--- config.mk ---
export PLATFORM = sky130hd
export DESIGN_NAME = param_cam_flat
export DESIGN_NICKNAME = d
export VERILOG_FILES = /design/src/rtl/cam_pkg.sv /design/src/rtl/param_cam_if.sv /design/src/rtl/cam_prio_enc.sv /design/src/rtl/param_cam.sv /design/src/flat_wrapper.sv
export SDC_FILE = /design/constraint.sdc
export NUM_CORES = 1
export LEC_CHECK = 0
export BUFFER_PORTS_ARGS = -buffer_cell sky130_fd_sc_hd__buf_2
export CAP_MARGIN = 40
export CORE_ASPECT_RATIO = 1.75
export CORE_UTILIZATION = 40
export CTS_BUF_LIST = sky130_fd_sc_hd__clkbuf_8
export DETAILED_ROUTE_END_ITERATION = 8
export SLEW_MARGIN = 10
export SYNTH_ARGS = -nofsm -noshare
export SYNTH_HDL_FRONTEND = slang
export SYNTH_SLANG_ARGS = --single-unit
--- constraint.sdc ---
create_clock -name clk -period 3.9 [get_ports clk]
set_input_delay 0.195 -clock clk [delete_from_list [all_inputs] [get_ports clk]]
set_output_delay 0.195 -clock clk [all_outputs]
set_load 0.02 [all_outputs]
--- src/rtl/cam_pkg.sv ---
// Shared constants for the parametrised CAM: operation codes, encoder
// direction selectors and the index-width helper.
package cam_pkg;

  localparam logic [1:0] OP_IDLE = 2'd0;
  localparam logic [1:0] OP_SRCH = 2'd1;
  localparam logic [1:0] OP_WR   = 2'd2;
  localparam logic [1:0] OP_INV  = 2'd3;

  localparam int HIGH_FIRST = 0;
  localparam int LOW_FIRST  = 1;

  // Index width for n entries; never below one bit so a 2-entry CAM still
  // gets a usable address.
  function automatic int clog2w(input int n);
    int w;
    w = 1;
    while ((1 << w) < n) w++;
    return w;
  endfunction

endpackage

--- src/rtl/param_cam_if.sv ---
// Request/response bundle between a CAM client and param_cam.
interface param_cam_if #(
  parameter int DATA_W = 8,
  parameter int DEPTH  = 16
) ();
  localparam int ADDR_W = cam_pkg::clog2w(DEPTH);

  logic              ren;
  logic              wen;
  logic              inv;
  logic              alloc;
  logic [DATA_W-1:0] din;
  logic [DATA_W-1:0] mask;
  logic [ADDR_W-1:0] addr;
  logic [ADDR_W-1:0] dout;
  logic              hit;
  logic              multi;
  logic              wack;
  logic [ADDR_W-1:0] widx;
  logic              werr;
  logic              full;
  logic              empty;

  modport master (
    output ren, wen, inv, alloc, din, mask, addr,
    input  dout, hit, multi, wack, widx, werr, full, empty
  );

  modport slave (
    input  ren, wen, inv, alloc, din, mask, addr,
    output dout, hit, multi, wack, widx, werr, full, empty
  );
endinterface

--- src/rtl/cam_prio_enc.sv ---
// Priority encoder: index of the highest or lowest set request bit, plus
// an any-set flag. Index is 0 when nothing is set.
module cam_prio_enc import cam_pkg::*; #(
  parameter int DEPTH  = 16,
  parameter int DIR    = HIGH_FIRST,
  parameter int ADDR_W = clog2w(DEPTH)
) (
  input  logic [DEPTH-1:0]  req,
  output logic [ADDR_W-1:0] idx,
  output logic              any
);

  // Scan so that the winning bit is the last one assigned.
  always_comb begin
    idx = '0;
    any = |req;
    if (DIR == HIGH_FIRST) begin
      for (int i = 0; i < DEPTH; i++)
        if (req[i]) idx = ADDR_W'(i);
    end else begin
      for (int i = DEPTH - 1; i >= 0; i--)
        if (req[i]) idx = ADDR_W'(i);
    end
  end

endmodule

--- src/rtl/param_cam.sv ---
// Parametrised CAM with per-entry valid bits, masked search, invalidate,
// auto-allocating writes and multi/full/empty reporting. Search results
// and write acks are registered (latency 1).
module param_cam import cam_pkg::*; #(
  parameter int DATA_W = 8,
  parameter int DEPTH  = 16
) (
  input  logic        clk,
  input  logic        rst_n,
  param_cam_if.slave  bus
);
  localparam int ADDR_W = clog2w(DEPTH);
  localparam logic [ADDR_W:0] DEPTH_L = (ADDR_W + 1)'(DEPTH);

  logic [DATA_W-1:0] mem [DEPTH];
  logic [DEPTH-1:0]  valid;
  logic [DEPTH-1:0]  match;
  logic [DEPTH-1:0]  free;
  logic [1:0]        op;
  logic [ADDR_W-1:0] hi_idx, free_idx, wr_idx;
  logic              hi_any, free_any, addr_ok, wr_ok, multi_c;

  logic [ADDR_W-1:0] dout_q, widx_q;
  logic              hit_q, multi_q, wack_q, werr_q;

  // Exactly one operation per cycle: search beats write beats invalidate.
  always_comb begin
    op = OP_IDLE;
    if (bus.ren)      op = OP_SRCH;
    else if (bus.wen) op = OP_WR;
    else if (bus.inv) op = OP_INV;
  end

  // Per-entry masked compare; invalid entries never match.
  for (genvar g = 0; g < DEPTH; g++) begin : g_match
    assign match[g] = valid[g] & (((bus.din ^ mem[g]) & bus.mask) == '0);
  end

  assign free    = ~valid;
  // Clearing the lowest set bit leaves something only if two or more were set.
  assign multi_c = |(match & (match - DEPTH'(1)));

  cam_prio_enc #(.DEPTH(DEPTH), .DIR(HIGH_FIRST), .ADDR_W(ADDR_W)) u_hit_enc (
    .req(match), .idx(hi_idx), .any(hi_any)
  );

  cam_prio_enc #(.DEPTH(DEPTH), .DIR(LOW_FIRST), .ADDR_W(ADDR_W)) u_free_enc (
    .req(free), .idx(free_idx), .any(free_any)
  );

  // Resolve write target: lowest free slot when allocating, else addr.
  always_comb begin
    addr_ok = ({1'b0, bus.addr} < DEPTH_L);
    wr_idx  = bus.alloc ? free_idx : bus.addr;
    wr_ok   = bus.alloc ? free_any : addr_ok;
  end

  // Key storage is deliberately not reset; valid bits gate its use.
  always_ff @(posedge clk) begin
    if (op == OP_WR && wr_ok)
      for (int i = 0; i < DEPTH; i++)
        if (wr_idx == ADDR_W'(i)) mem[i] <= bus.din;
  end

  // Valid bits: set on accepted write, cleared on in-range invalidate.
  always_ff @(posedge clk or negedge rst_n) begin
    if (!rst_n) begin
      valid <= '0;
    end else begin
      if (op == OP_WR && wr_ok)
        for (int i = 0; i < DEPTH; i++)
          if (wr_idx == ADDR_W'(i)) valid[i] <= 1'b1;
      if (op == OP_INV && addr_ok)
        for (int i = 0; i < DEPTH; i++)
          if (bus.addr == ADDR_W'(i)) valid[i] <= 1'b0;
    end
  end

  // Registered results; everything returns to 0 on cycles not using it.
  always_ff @(posedge clk or negedge rst_n) begin
    if (!rst_n) begin
      dout_q  <= '0;
      hit_q   <= 1'b0;
      multi_q <= 1'b0;
      wack_q  <= 1'b0;
      werr_q  <= 1'b0;
      widx_q  <= '0;
    end else begin
      hit_q   <= (op == OP_SRCH) && hi_any;
      multi_q <= (op == OP_SRCH) && multi_c;
      dout_q  <= (op == OP_SRCH) ? hi_idx : '0;
      wack_q  <= (op == OP_WR) && wr_ok;
      werr_q  <= (op == OP_WR) && !wr_ok;
      widx_q  <= (op == OP_WR && wr_ok) ? wr_idx : '0;
    end
  end

  assign bus.dout  = dout_q;
  assign bus.hit   = hit_q;
  assign bus.multi = multi_q;
  assign bus.wack  = wack_q;
  assign bus.werr  = werr_q;
  assign bus.widx  = widx_q;
  assign bus.full  = &valid;
  assign bus.empty = ~|valid;

endmodule

--- src/flat_wrapper.sv ---
// flat-port wrapper written by rule: the top's interface ports become plain ports
module param_cam_flat import cam_pkg::*;
#(
  parameter int DATA_W = 8,
  parameter int DEPTH  = 16
)
  (clk, rst_n, bus_ren, bus_wen, bus_inv, bus_alloc, bus_din, bus_mask, bus_addr, bus_dout, bus_hit, bus_multi, bus_wack, bus_widx, bus_werr, bus_full, bus_empty);
  param_cam_if #(.DATA_W(DATA_W), .DEPTH(DEPTH)) bus_i ();
  input  logic clk;
  input  logic rst_n;
  input wire logic [$bits(bus_i.ren)-1:0] bus_ren;
  input wire logic [$bits(bus_i.wen)-1:0] bus_wen;
  input wire logic [$bits(bus_i.inv)-1:0] bus_inv;
  input wire logic [$bits(bus_i.alloc)-1:0] bus_alloc;
  input wire logic [$bits(bus_i.din)-1:0] bus_din;
  input wire logic [$bits(bus_i.mask)-1:0] bus_mask;
  input wire logic [$bits(bus_i.addr)-1:0] bus_addr;
  output wire logic [$bits(bus_i.dout)-1:0] bus_dout;
  output wire logic [$bits(bus_i.hit)-1:0] bus_hit;
  output wire logic [$bits(bus_i.multi)-1:0] bus_multi;
  output wire logic [$bits(bus_i.wack)-1:0] bus_wack;
  output wire logic [$bits(bus_i.widx)-1:0] bus_widx;
  output wire logic [$bits(bus_i.werr)-1:0] bus_werr;
  output wire logic [$bits(bus_i.full)-1:0] bus_full;
  output wire logic [$bits(bus_i.empty)-1:0] bus_empty;
  assign bus_i.ren = bus_ren;
  assign bus_i.wen = bus_wen;
  assign bus_i.inv = bus_inv;
  assign bus_i.alloc = bus_alloc;
  assign bus_i.din = bus_din;
  assign bus_i.mask = bus_mask;
  assign bus_i.addr = bus_addr;
  assign bus_dout = bus_i.dout;
  assign bus_hit = bus_i.hit;
  assign bus_multi = bus_i.multi;
  assign bus_wack = bus_i.wack;
  assign bus_widx = bus_i.widx;
  assign bus_werr = bus_i.werr;
  assign bus_full = bus_i.full;
  assign bus_empty = bus_i.empty;
  param_cam #(.DATA_W(DATA_W), .DEPTH(DEPTH)) u_core (.clk(clk), .rst_n(rst_n), .bus(bus_i));
endmodule
==> flow_metrics.py, run 1 <==
metrics = {
    "floorplanning": {
        "rows": 66,
        "io-pin-count": 40,
        "fp.dieArea_um2": 19740,
        "start_util_pct": 41.07,
        "die_h_um": 185.1,
        "die-width_um": 106.6,
        "coreArea_um2": 18660,
    },
    "setup_path": {
        "arrival_ps": 2920,
        "path_class": "reg -> reg",
        "crit_path_end_kind": "flip-flop",
        "crit_fanout": 17,
        "start_kind": "flip-flop",
        "worstPathRequired_ps": 3990,
    },
    "global_route": {
        "antenna_found_initial": 0,
        "grt_usage_pct": 20.24,
        "grt_pass1_wl_um": 29430,
        "use_met2_pct": 36.44,
        "use_met1_pct": 24.26,
        "gr-max-usage-layer": "met2",
        "grt_max_degree": 33,
        "met3_usage_pct": 2.920,
        "overflow": 0,
        "grt_pass1_vias": 5095,
    },
    "clocking": {
        "clockBufferDepth": 2,
        "cts.clk_slew.worst_paths_ps": 90,
        "clock_latency_ps": 460,
        "cts_root_buffer": "clkbuf_8",
        "cts_setup_buffers": 0,
        "cts-hold-fix-buffers": 3,
        "htreeDepth": 4,
        "cts_tree": "yes",
        "post_cts_resized": 0,
        "clock_sinks": 156,
        "numCtsBuffers": 17,
    },
    "placed_design": {
        "io_buffers": 39,
        "gp_congestion": 0.9081,
        "post-place-ws_ps": 1073,
        "dpl.cell_count": 841,
        "dpl.hpwl_um": 12790,
    },
    "power": {
        "p_per_area_nw_per_um2": 481.6,
        "finalPower_uw": 4061,
        "peakVddDrop_uv": 216.2,
        "leakage_uw": 0.003134,
    },
    "synth": {
        "dominantRegCellSynth": "edfxtp_1",
        "syn_area_per_cell_um2": 13.19,
        "synth-edff-count": 128,
        "yosysSeqAreaShare_pct": 59.29,
        "syn-num-nets": 607,
        "syn_area_um2": 7665,
        "yosys_warnings": 0,
        "ys_ff_latch": 156,
        "yosysUniqueCellTypes": 64,
        "syn_inst": 581,
        "ys_async_sr_fraction_pct": 17.95,
    },
    "route": {
        "vias": 4946,
        "antenna_left": 0,
        "routed_wl_um": 18780,
        "drt-pass1-iter-count": 7,
        "wl_per_cell_um": 21.44,
        "drc_errors": 0,
        "viasPerCell": 5.646,
        "drt_iter0_drc": 412,
    },
    "sta": {
        "hold_viol": 0,
        "finalMaxSlewViolations": 0,
        "max_slew_margin_pct": 43.85,
        "period_needed_ps": 2832,
        "fmax_ghz": 0.3531,
        "setup_violations": 0,
        "hold-worst-slack_ps": 67.48,
        "fin_setup_tns_ps": 0,
        "worstMarginPinSlew_ps": 842.3,
        "fin_skew_ps": 10.24,
        "rsz0062_at_grt": "no",
        "setup_slack_ps": 1068,
        "final.period_utilization_pct": 72.61,
    },
    "flow_run": {
        "max_cap_viol_count": 0,
    },
    "cells_and_area": {
        "drive_above_1_share_pct": 16.77,
        "fin_cells": 876,
        "nets": 651,
        "diodes": 0,
        "synthToLayoutAreaGrowth_pct": 10.01,
    },
    "outcome": {
        "outcome": "finished, final reports clean",
    },
    "worst_hold_path": {
        "hold_class": "in -> reg",
    },
}
[Yosys cell counts (2+ instances only)]
cell type / instances / area share, %
edfxtp_1: 128 / 50
xor2_1: 127 / 15
nand2_1: 42 / 2.1
dfrtp_1: 28 / 9.1
nor2_1: 19 / 0.93
o21ai_0: 19 / 1.2
a221oi_1: 15 / 1.7
a222oi_1: 15 / 2.0
a22o_1: 15 / 1.7
o31ai_1: 14 / 1.4
a21oi_1: 10 / 0.65
clkbuf_1: 10 / 0.49
nor3_1: 10 / 0.65
inv_1: 9 / 0.44
and4_1: 8 / 0.91
buf_6: 7 / 1.0
nand2b_1: 7 / 0.57
nor2b_1: 7 / 0.57
a31oi_1: 6 / 0.49
buf_2: 6 / 0.39
nand3_1: 5 / 0.33
buf_12: 4 / 1.0
buf_4: 4 / 0.39
nand4_1: 4 / 0.33
nor4_1: 4 / 0.33
and3_1: 3 / 0.24
nor2_2: 3 / 0.24
or3_1: 3 / 0.24
a21boi_0: 2 / 0.20
a21boi_1: 2 / 0.20
a22oi_1: 2 / 0.20
and3_4: 2 / 0.29
and4_2: 2 / 0.26
and4_4: 2 / 0.29
buf_8: 2 / 0.39
clkbuf_4: 2 / 0.20
o21ai_1: 2 / 0.13
o21bai_1: 2 / 0.20
or2_0: 2 / 0.16
or2_1: 2 / 0.16
or2_2: 2 / 0.16
[cell type report]
class / instances / area [µm²]
multi-input combinational: 380 / 2781
clock buffer: 17 / 234.0
timing repair buffer: 61 / 367.9
inverter: 9 / 33.78
clock inverter: 15 / 172.7
sequential: 156 / 4544
fill: 1760 / 10230
tap: 238 / 297.8
[layer usage]
| layer | wire (µm) | vias up |
|---|---|---|
| met3 | 796 | 29 |
| met5 | 0 | - |
| met2 | 9924 | 155 |
| met4 | 349 | 0 |
| li1 | - | 2255 |
| met1 | 7709 | 2507 |
[metrics by stage]
stage               util [%]  area [µm²]
CTS                    45.18        8432
detailed placement     42.84        7995
global placement       42.84        7995
finish                 45.18        8432
global route           45.18        8432
floorplan                  -        7665
[cell usage in the layout, fill, tap and decap left out, drive strengths merged, types with 15 or more instances in the layout]
cell,instances
edfxtp,128
xor2,128
buf,58
nand2,43
dfrtp,28
nor2,23
o21ai,21
clkbuf,17
a22o,15
a221oi,15
a222oi,15
[critical path, cell delays in order, from the launching register on]
cell and delay, ps:
dfrtp_1 430, nand2b_1 160, a21boi_0 160, o21ai_0 90, a21boi_1 160, o21ai_0 90, a21boi_1 170, o2111ai_1 130
and2_1 390, nor2_1 680
[sequential cells by signal (all words and copies together) (netlist names)]
register,cells
u_core.bus.dout,4
u_core.bus.hit,1
u_core.bus.multi,1
u_core.bus.wack,1
u_core.bus.werr,1
u_core.bus.widx,4
u_core.mem,128
u_core.valid,16
[final timing paths]
kind / to / slack (ps) / depth (start not counted) / startpoint
setup / recovery: u_core.mem[0][60] / 1070 / 9 / u_core.valid[15]
hold / removal: u_core.valid[13] / 70 / 3 / bus_addr[1]
setup reg to reg: u_core.mem[0][60] / 1070 / 9 / u_core.valid[15]
hold reg to reg: u_core.valid[11] / 570 / 2 / u_core.valid[11]
max in group asynchronous: u_core.bus.dout[3] / 3180 / 2 / rst_n
min in group asynchronous: u_core.valid[0] / 290 / 2 / rst_n
[cell families after synthesis]
group,synth area share (%)
muxes,0.1306
and+or+nand+nor,9.860
AOI/OAI and AO/OA,11.30
adders and majority gates,0.2775
DFF,59.29
buffers and inverters,4.424
xor gates and xnor gates,14.72
[power breakdown]
group	switching (µW)	leakage [µW]	internal, µW	total (µW)
sequential	159	0.00151	1940	2090
clock	613	0.000199	630	1240
combinational	465	0.00143	257	723
Power figures use the tool's default switching activity.
==> run 2, diff against run 1 <==
clock period = 2.7 ns   (was 3.9 ns; I/O delays follow)
==> flow_metrics.py, run 2 (synthesis results as in run 1) <==
metrics = {
    "global_route": {
        "gr-max-usage-layer": "met2",
        "overflow": 0,
        "use_met2_pct": 36.93,
        "grt_pass1_vias": 5268,
        "use_met1_pct": 23.37,
        "grt_pass1_wl_um": 30130,
        "grt_usage_pct": 20.96,
        "grt_max_degree": 29,
        "antenna_found_initial": 0,
        "met3_usage_pct": 3.554,
    },
    "sta": {
        "finalMaxSlewViolations": 0,
        "period_needed_ps": 2445,
        "hold_viol": 0,
        "setup_violations": 0,
        "hold-worst-slack_ps": 19.13,
        "worstMarginPinSlew_ps": 654.0,
        "final.period_utilization_pct": 90.55,
        "fin_skew_ps": 13.34,
        "rsz0062_at_grt": "no",
        "fmax_ghz": 0.4090,
        "max_slew_margin_pct": 56.40,
    },
    "cells_and_area": {
        "largest_reg_flops": 128,
        "diodes": 0,
        "drive_above_1_share_pct": 22.12,
        "reg.largest.list": "u_core.mem x128, u_core.valid x16",
        "final_cell_mix": "edfxtp_1 (128), xor2_1 (127), buf_4 (53)",
        "fin_cells": 916,
        "largest_register": "u_core.mem",
        "final_common_cell": "edfxtp_1",
        "synthToLayoutAreaGrowth_pct": 14.40,
        "nets": 691,
    },
    "setup_path": {
        "cp_common_cell": "a31oi_1",
        "start_kind": "flip-flop",
        "cpPeakStageDelay_ps": 510,
        "r2r-end": "u_core.mem[1][17]",
        "worstPathCellList": "nand2_1, a31oi_1, o211ai_1, a31oi_1, o22ai_1, buf_12, nand3_1, nor2_1, buf_4",
        "regToRegSetupSlack_ps": 260,
        "r2r-start": "u_core.valid[10]",
        "crit_path_end_kind": "flip-flop",
        "crit_fanout": 21,
        "worstPathRequired_ps": 2870,
        "r2r_cells": 9,
        "path_class": "reg -> reg",
        "arrival_ps": 2620,
        "cpMaxStageDelayCell": "dfrtp_1",
    },
    "route": {
        "drc_errors": 0,
        "drt-pass1-iter-count": 7,
        "routed_wl_um": 19650,
        "vias": 5098,
        "viasPerCell": 5.566,
        "wl_per_cell_um": 21.45,
        "drt_iter0_drc": 412,
        "antenna_left": 0,
    },
    "clocking": {
        "clock_sinks": 156,
        "cts_root_buffer": "clkbuf_8",
        "cts.clk_slew.worst_paths_ps": 90,
        "clockBufferDepth": 2,
        "cts_setup_buffers": 0,
        "clock_latency_ps": 470,
        "cts_tree": "yes",
        "numCtsBuffers": 17,
        "htreeDepth": 4,
    },
    "worst_hold_path": {
        "holdPathEnd": "u_core.mem[0][16]",
        "hold_depth": 1,
        "min_from": "bus_din[0]",
        "hold_class": "in -> reg",
    },
    "floorplanning": {
        "rows": 66,
        "die-width_um": 106.6,
        "fp.dieArea_um2": 19740,
        "io-pin-count": 40,
        "die_h_um": 185.1,
        "coreArea_um2": 18660,
        "start_util_pct": 41.07,
    },
    "power": {
        "leakage_uw": 0.003336,
        "p_per_area_nw_per_um2": 678.4,
        "peakVddDrop_uv": 396.8,
    },
    "placed_design": {
        "dpl.hpwl_um": 14290,
        "io_buffers": 39,
        "dpl.cell_count": 880,
        "gp_congestion": 0.8708,
    },
    "outcome": {
        "outcome": "finished, final reports clean",
    },
    "flow_run": {
        "max_cap_viol_count": 0,
    },
}
run 2: cell types whose count changed in the layout (fill, tap and decap cells not counted), moves of 2 or more:
cell	change
bufinv_16	-2
buf_4	+34
buf_12	+5
clkinv_1	-2
run 2: report_power, final:
group | leakage, µW | switching [µW] | internal [µW] | total [µW]
Clock | 0.000181 | 942 | 742 | 1680
Combinational | 0.00165 | 787 | 498 | 1290
Sequential | 0.00151 | 184 | 2800 | 2980
Total | 0.00334 | 1910 | 4040 | 5950
run 2: cell type report:
type | instances | area (µm²)
fillers | 1714 | 9894
flip-flops and latches | 156 | 4544
multi-input cells | 380 | 2783
repair buffers | 101 | 733.2
well taps | 238 | 297.8
clock buffers | 17 | 234.0
clock inverters | 15 | 142.6
inverters | 9 | 33.78
run 2: worst max-delay path by stage:
stage / startpoint / end / slack [ps]
2_1_floorplan: u_core.valid[15] / u_core.mem[0][40] / -20
3_3_place_gp: bus_din[7] / u_core.bus.dout[1] / 210
3_5_place_dp: bus_din[7] / u_core.bus.multi / 210
4_1_cts: u_core.valid[15] / u_core.mem[0][43] / 210
5_1_grt: u_core.valid[15] / u_core.mem[0][43] / 70
6_report: u_core.valid[10] / u_core.mem[1][17] / 260
run 2: stage by stage:
| step | TNS (ps) | instance area [µm²] | setup slack, ps | total power [µW] | util [%] |
|---|---|---|---|---|---|
| 6_report | 0 | 8768 | 255.3 | 5948 | 46.98 |
| 4_1_cts | 0 | 8767 | 209.3 | 5991 | 46.98 |
| 3_5_place_dp | 0 | 8351 | 212.3 | 4305 | 44.74 |
| 2_1_floorplan | -632.8 | 7665 | -19.78 | 3727 | - |
| 5_1_grt | 0 | 8768 | 71.39 | 6206 | 46.98 |
| 3_3_place_gp | 0 | 8351 | 206.6 | 4279 | 44.74 |
run 2: what timing repair did:
| action | CTS | global route |
|---|---|---|
| hold endpoints to repair | 33 | 0 |
| endpoints found under the setup margin | 0 | 8 |
| hold buffers | 4 | 0 |
| gates resized for setup | 0 | 1 |
run 2: routing by layer:
metal	share of wire, %	up-vias
li1	-	2332
met1	39	2538
met2	52	178
met3	4.1	50
met4	4.7	0
met5	0	-
run 2: critical path: cells and delay by family, from the launching register on:
family / cells / cell delay [ps]
flops: 1 / 510
simple gates: 3 / 630
compound gates: 4 / 580
buf+inv: 2 / 420
